## config.mk

```make
export PLATFORM = sky130hd
export DESIGN_NAME = x_uart_tx
export DESIGN_NICKNAME = d
export VERILOG_FILES = /design/src/rtl/x_uart_tx.sv
export SDC_FILE = /design/constraint.sdc
export NUM_CORES = 1
export LEC_CHECK = 0
export CORE_UTILIZATION = 53
export DETAILED_ROUTE_END_ITERATION = 16
export PLACE_DENSITY = 0.73
export SLEW_MARGIN = 20
export SYNTH_ARGS = -nofsm -noshare
export SYNTH_HDL_FRONTEND = slang
export SYNTH_SLANG_ARGS = --single-unit
```

## constraint.sdc

```tcl
create_clock -name i_clk -period 2.7 [get_ports i_clk]
set_input_delay 0.675 -clock i_clk [delete_from_list [all_inputs] [get_ports i_clk]]
set_output_delay 0.675 -clock i_clk [all_outputs]
set_load 0.05 [all_outputs]
```

## src/rtl/x_uart_tx.sv

```systemverilog
// UART transmitter: valid/ready byte intake into a small FIFO, serialised as 8N1 frames on o_tx.
// Bit period is p_clk_hz/p_baud + 1 cycles, identical to the companion receiver.
//
// state   | meaning
// --------+-----------------------------------------------
// s_idle  | line high, waiting for a queued byte
// s_start | start bit (low)
// s_d0-d7 | data bits, LSB first
// s_stop  | stop bit (high); chains straight into the next start
module x_uart_tx #(
    parameter int p_clk_hz = 1200000,
    parameter int p_baud   = 115200,
    parameter int p_depth  = 4
) (
    input  logic       i_clk,
    input  logic       i_rst,
    input  logic       i_valid,
    input  logic [7:0] i_data,
    output logic       o_ready,
    output logic       o_tx,
    output logic       o_busy
);

    localparam int timer_top = p_clk_hz / p_baud;
    localparam int tw        = (timer_top > 0) ? $clog2(timer_top + 1) : 1;
    localparam int aw        = $clog2(p_depth);
    localparam int cw        = aw + 1;
    localparam logic [tw-1:0] timer_top_c = tw'(timer_top);
    localparam logic [cw-1:0] depth_c     = cw'(p_depth);

    typedef enum logic [3:0] {
        s_idle  = 4'd0,
        s_start = 4'd1,
        s_d0    = 4'd2,
        s_d1    = 4'd3,
        s_d2    = 4'd4,
        s_d3    = 4'd5,
        s_d4    = 4'd6,
        s_d5    = 4'd7,
        s_d6    = 4'd8,
        s_d7    = 4'd9,
        s_stop  = 4'd10
    } state_t;

    state_t          state_q, state_d;
    logic [tw-1:0]   timer_q, timer_d;
    logic [7:0]      shift_q, shift_d;
    logic            tx_q, tx_d;

    logic [7:0]      mem_q [p_depth];
    logic [aw-1:0]   wr_ptr_q, rd_ptr_q;
    logic [cw-1:0]   count_q;

    logic            push, pop, fifo_empty, timer_done;

    // Ready comes from the registered count only, so a push offered while full is dropped
    // even when a pop happens in the same cycle.
    assign o_ready    = (count_q != depth_c);
    assign push       = i_valid & o_ready;
    assign fifo_empty = (count_q == '0);
    assign timer_done = (timer_q == timer_top_c);

    assign o_tx   = tx_q;
    assign o_busy = (state_q != s_idle) | ~fifo_empty;

    always_comb begin
        state_d = state_q;
        timer_d = timer_q;
        shift_d = shift_q;
        tx_d    = tx_q;
        pop     = 1'b0;

        if (state_q == s_idle) begin
            timer_d = '0;
            if (!fifo_empty) begin
                pop     = 1'b1;
                shift_d = mem_q[rd_ptr_q];
                state_d = s_start;
                tx_d    = 1'b0;
            end
        end else begin
            timer_d = timer_done ? '0 : timer_q + 1'b1;
            if (timer_done) begin
                case (state_q)
                    s_d7: begin
                        state_d = s_stop;
                        tx_d    = 1'b1;
                    end
                    s_stop: begin
                        if (!fifo_empty) begin
                            pop     = 1'b1;
                            shift_d = mem_q[rd_ptr_q];
                            state_d = s_start;
                            tx_d    = 1'b0;
                        end else begin
                            state_d = s_idle;
                            tx_d    = 1'b1;
                        end
                    end
                    default: begin
                        state_d = state_t'(state_q + 4'd1);
                        tx_d    = shift_q[0];
                        shift_d = {1'b0, shift_q[7:1]};
                    end
                endcase
            end
        end
    end

    always_ff @(posedge i_clk) begin
        if (i_rst) begin
            state_q  <= s_idle;
            timer_q  <= '0;
            shift_q  <= '0;
            tx_q     <= 1'b1;
            wr_ptr_q <= '0;
            rd_ptr_q <= '0;
            count_q  <= '0;
        end else begin
            state_q <= state_d;
            timer_q <= timer_d;
            shift_q <= shift_d;
            tx_q    <= tx_d;
            if (push) begin
                wr_ptr_q <= wr_ptr_q + 1'b1;
            end
            if (pop) begin
                rd_ptr_q <= rd_ptr_q + 1'b1;
            end
            case ({push, pop})
                2'b10:   count_q <= count_q + 1'b1;
                2'b01:   count_q <= count_q - 1'b1;
                default: count_q <= count_q;
            endcase
        end
    end

    always_ff @(posedge i_clk) begin
        if (!i_rst && push) begin
            mem_q[wr_ptr_q] <= i_data;
        end
    end

endmodule

```

## Word-level counts from Yosys, hierarchy flattened

Memories as Yosys holds them, arrays and structs flattened. A register that Yosys moved wholly into a read port is not among the register bits.
Index checks and enable logic that the tools add are counted.

| operators by class | value |
|---|---|
| add/sub/neg operators | 6 |
| $mul | 0 |
| divide/modulo/power cells | 0 |
| $lt $le $gt $ge | 0 |
| equality and inequality tests | 8 |
| shifts and indexed selects | 0 |
| muxes and demuxes | 23 |
| bitwise logic cells | 3 |
| reductions and logical operators | 10 |

Operator list:

| kind | number |
|---|---|
| $mux 8 | 3 |
| $pmux 8 s2 | 1 |
| $eq 4x4->1 const B | 3 |
| $mux 4 | 3 |
| $mux 1 | 11 |
| $add 4x1->4 const B | 2 |
| $pmux 4 s2 | 1 |
| $pmux 3 s2 | 1 |
| $add 2x1->2 const B | 2 |
| $logic_not 4->1 | 1 |
| $mux 2 | 2 |
| $ne 2x2->1 const B | 2 |
| $reduce_and 2->1 | 2 |
| $reduce_bool 2->1 | 2 |
| $reduce_bool 4->1 | 1 |
| $add 3x1->3 const B | 1 |
| $logic_not 3->1 | 1 |
| $ne 3x3->1 const B | 1 |
| $reduce_or 3->1 | 1 |
| $sub 3x1->3 const B | 1 |
| $eq 2x1->1 const B | 1 |
| $eq 2x2->1 const B | 1 |
| $pmux 1 s2 | 1 |
| $and 1x1->1 | 1 |
| other kinds (4) | 4 |

| word-level totals | value |
|---|---|
| flip-flop bits (word level) | 24 |
| bits in latches | 0 |
| bits in writable memories | 32 |
| memory bits (read-only) | 0 |
| input port bits | 11 |
| output and inout bits | 3 |
| memories kept | 1 |

Memories:

| memory | depth | width | read ports | clocked after memory_dff | write ports | RTL line | source |
|---|---|---|---|---|---|---|---|
| mem_q | 4 | 8 | 1 | 1 | 1 | 50 | `logic [7:0] mem_q [p_depth];` |

## Depth between registers and ports, before layout

Gate-level depths: netlist of run 1.

| logic depth | value |
|---|---|
| word-level depth | 7 |
| gate-level depth with buffers | 10 |
| gate-level depth less buffers | 10 |

## Least setup slack after synthesis of run 1

Ideal clock, no wire load.

| timing path | value |
|---|---|
| kind | flip-flop to flip-flop |
| start | reg state_q[0] |
| end | reg count_q[2] |
| library setup time | 0.071 ns |
| arrival | 2.613 ns |
| required time | 2.629 ns |
| path slack | 0.016 ns |
| stages on the path, launching flop included | 11 |
| period minus slack after synthesis | 2.684 ns |
| cells stage by stage | dfxtp_1 -> inv_1 -> ha_1 -> or3b_4 -> a2111oi_4 -> ha_1 -> inv_1 -> fa_1 -> xor2_1 -> or3_1 -> a21oi_1 |

| on the way | value |
|---|---|
| cells in the longest elaborated chain, start to end | 6 |
| elaborated cells on any way between the ends | 9 |

RTL lines:

| item | RTL line | source |
|---|---|---|
| start, declared | 45 | `state_t state_q, state_d;` |
| start signal, assigned | 112 | `state_q <= s_idle;` |
| start signal, assigned | 120 | `state_q <= state_d;` |
| $eq 4x4->1 | 84 | `case (state_q)` |
| $mux 1 | 84 |  |
| $mux 1 | 83 | `if (timer_done) begin` |
| $mux 1 * | 73 | `if (state_q == s_idle) begin` |
| $eq 2x1->1 / $eq 2x2->1 (equally long branches) | 130 | `case ({push, pop})` |
| $pmux 3 s2 / $reduce_bool 2->1 (equally long branches) | - |  |
| end signal, assigned | 131 | `2'b10: count_q <= count_q + 1'b1;` |
| end signal, assigned | 132 | `2'b01: count_q <= count_q - 1'b1;` |
| end signal, assigned | 133 | `default: count_q <= count_q;` |
| end, declared | 52 | `logic [cw-1:0] count_q;` |

Every way passes the cells marked *; elsewhere a longest branch is shown, timed or not.
A chain may end at the register's enable or synchronous reset.

## Worst setup path in the final report of run 1

Same ends and word-level chain as after synthesis.

==> reports/results.tsv, run 1 <==
stage	metric	value	unit
cts	path_clk_slew	0.07	ns
run	drv_cap	0	
sta	tightestPinTransition	0.707	ns
critical_path	crit_type	reg -> reg	
logic_synthesis	ys_async_sr_fraction	0	
placed_design	place_hpwl	3.29	mm
floorplanning	initial_core_util	0.553	
finish	fin_nets	259	
placed_design	dpl_cell_area	0.00285	mm^2
finish	ff_latch_area	0.00148	mm^2
critical_path	start_kind	flop	
sta	slew_headroom	0.525	
floorplanning	die_w	72.2	um
floorplanning	core_area	0.00472	mm^2
power	power.leakage	1.06	nW
logic_synthesis	syn_avg_cell_area	12.4	um^2
finish	multi_input_area	0.00103	mm^2
global_route	grt_pass1_vias	1594	
global_route	grt_start_max_net_pins	21	
detailed_routing	met3_length	169	um
detailed_routing	routed-wl-met2	2.24	mm
floorplanning	pin_count	14	
global_route	antenna_found_initial	0	
sta	hold_ws	0.467	ns
logic_synthesis	synth_compound_area_frac	0.125	
cts	cts_tree	done	
logic_synthesis	syn_nets	233	
detailed_routing	via_count	1688	
logic_synthesis	ys_ff_latch	58	
critical_path	critPathMaxFanout	3	
detailed_routing	remaining_drc_errors	0	
finish	final_cell_mix	edfxtp_1 (32), dfxtp_1 (25), inv_1 (16)	
finish	final_util	0.646	
placed_design	port_buffers	13	
detailed_routing	drt_iter0_drc	136	
sta	min_period	2.70	ns
cts	root_buffer	clkbuf_8	
finish	drive_above_1_share	0.203	
placed_design	gp_congestion	0.803	
cts	clkLatencyLatePin	0.34	ns
detailed_routing	wirelength	4.78	mm
finish	syn_to_final_growth	16.7	%
sta	clock.fmax	0.371	GHz
sta	period_share	0.999	
floorplanning	dieArea	0.00522	mm^2
logic_synthesis	synth_edf_count	32	
sta	fin_setup_tns	0	ns
sta	clock_skew	0.00587	ns
detailed_routing	postRouteAntennaNets	0	
detailed_routing	route.layer.met1.wl	2.26	mm
sta	final_hold_viol_count	0	
detailed_routing	viasPerCell	5.48	
logic_synthesis	synthFlopType	edfxtp_1	
logic_synthesis	syn_inst	210	
floorplanning	chipHeight	72.2	um
critical_path	end_kind	flop	
cts	clock_path_buffers	2	
sta	setup_viol	0	
critical_path	critical_path_arrival	2.97	ns
power	ir_worst_vdd	546	uV
logic_synthesis	yosys.area_share.simple	0.0938	
finish	final_common_cell	edfxtp_1	
sta	drv_slew	0	
critical_path	r2r_cells	10	
finish	num_antenna_cells	0	
finish	nFillCells	363	
cts	cts.sinks	58	
floorplanning	row_count	25	
detailed_routing	top_layer	met4	
logic_synthesis	synth_cell_types	40	
logic_synthesis	synth.area.mux_share	0.0862	
cts	htree_levels	3	
global_route	track_usage	0.208	
logic_synthesis	synthAdderAreaFrac	0.0603	
logic_synthesis	synth_warnings	0	
detailed_routing	drt_pre_antenna_iters	4	
critical_path	worstPathRequired	2.97	ns
logic_synthesis	yosysSeqAreaShare	0.567	
global_route	grt_pass1_wl	7.82	mm
global_route	grt_overflow	0	
finish	design_area	0.00305	mm^2
min_path	hold_path_depth	1	
sta	rsz0062_at_grt	yes	
cts	cts_made_buffers	9	
logic_synthesis	syn_area	0.00261	mm^2
detailed_routing	wire_per_inst	15.5	um
logic_synthesis	synth-xor-area-share	0.0201	
power	p_per_area	945	mW/mm^2
run_status	status	completed	
logic_synthesis	synth_top_family_by_area	compound AO/OA/AOI/OAI gates	
min_path	hp-class	reg -> reg	
==> metal layers <==
layer,global-route usage,vias to the layer above
met5,0,-
met3,0.0458,11
met2,0.308,43
li1,-,828
met1,0.286,806
met4,0.118,0
==> cell type report <==
type / count / area share
multi-input combinational: 123 / 0.338
inverter: 19 / 0.0234
timing repair buffer: 25 / 0.0714
clock inverter: 5 / 0.0107
tap: 67 / 0.0275
sequential: 58 / 0.486
clock buffer: 11 / 0.0431
==> flip-flops by register name (all words and copies together), names as in the netlist, named ones only <==
name      cells
count_q       3
mem_q        32
o_tx          1
rd_ptr_q      2
shift_q       8
state_q       4
timer_q       4
wr_ptr_q      2
==> report_power, final <==
group	switching [mW]	internal [mW]
sequential	0.0952	1.07
combinational	0.574	0.471
clock	0.342	0.329
total	1.01	1.87
==> worst max-delay path, stage by stage, from the launching register on <==
cell and delay (ns):
dfxtp_2 0.33, inv_2 0.07, ha_4 0.14, or3b_4 0.39, a2111oi_4 0.40, ha_2 0.27
inv_2 0.04, fa_2 0.33, xor2_1 0.15, or3_1 0.38, a21oi_2 0.11
==> worst paths after layout <==
check / endpoint / slack [ns] / start
hold reg to reg: timer_q[0]$_SDFF_PP0_ / 0.47 / timer_q[0]$_SDFF_PP0_
hold / removal: timer_q[0]$_SDFF_PP0_ / 0.47 / timer_q[0]$_SDFF_PP0_
setup reg to reg: count_q[2]$_SDFFE_PP0P_ / 0.003 / state_q[0]$_SDFFE_PP0P_
setup / recovery: count_q[2]$_SDFFE_PP0P_ / 0.003 / state_q[0]$_SDFFE_PP0P_
==> cell usage after synthesis, types with 3 or more instances <==
cell type	count	area [um^2]
nor2_1	13	48.8
o21ai_0	11	55.1
nand3_1	6	30.0
inv_1	19	71.3
a22oi_1	7	52.6
edfxtp_1	32	961
dfxtp_1	26	521
o32ai_1	7	61.3
xor2_1	3	26.3
nand2_1	4	15.0
and2_1	5	31.3
a21oi_1	16	80.1
mux4_2	8	180
mux2i_1	3	30.0
ha_1	11	138
xnor2_1	3	26.3
clkbuf_1	6	22.5
==> what timing repair did <==
item                                    4_1_cts  5_1_grt
hold buffers                                  0        0
endpoints found under the setup margin        1        1
pin swaps                                     1        4
buffers inserted                              0        2
resized for setup                             1        8
gates cloned                                  0        0
==> through the flow <==
stage	worst slack [ns]	cells	power, mW
2_1_floorplan	0.0160	210	1.90
4_1_cts	0.00626	306	2.86
3_5_place_dp	0.0113	290	2.18
5_1_grt	-0.0907	308	3.06
6_report	0.00342	308	2.88
3_3_place_gp	0.142	290	2.16
==> cell families (layout without fill, tap and decap cells) <==
| kind of cell | Yosys count | in the layout |
|---|---|---|
| DFF | 58 | 58 |
| AOI/OAI and AO/OA | 48 | 48 |
| and+or+nand+nor | 45 | 45 |
| buffers and inverters | 29 | 60 |
| adders and majority gates | 12 | 12 |
| muxes | 12 | 12 |
| xor gates and xnor gates | 6 | 6 |
Note: power is estimated with default switching activity, not from simulation.
==> inputs of run 2 (changes only) <==
CAP_MARGIN = 40   (was not set)
CTS_CLUSTER_DIAMETER = 60   (was not set)
==> results of run 2 <==
The final DEF is identical to that of run 1; final timing and power are the same.
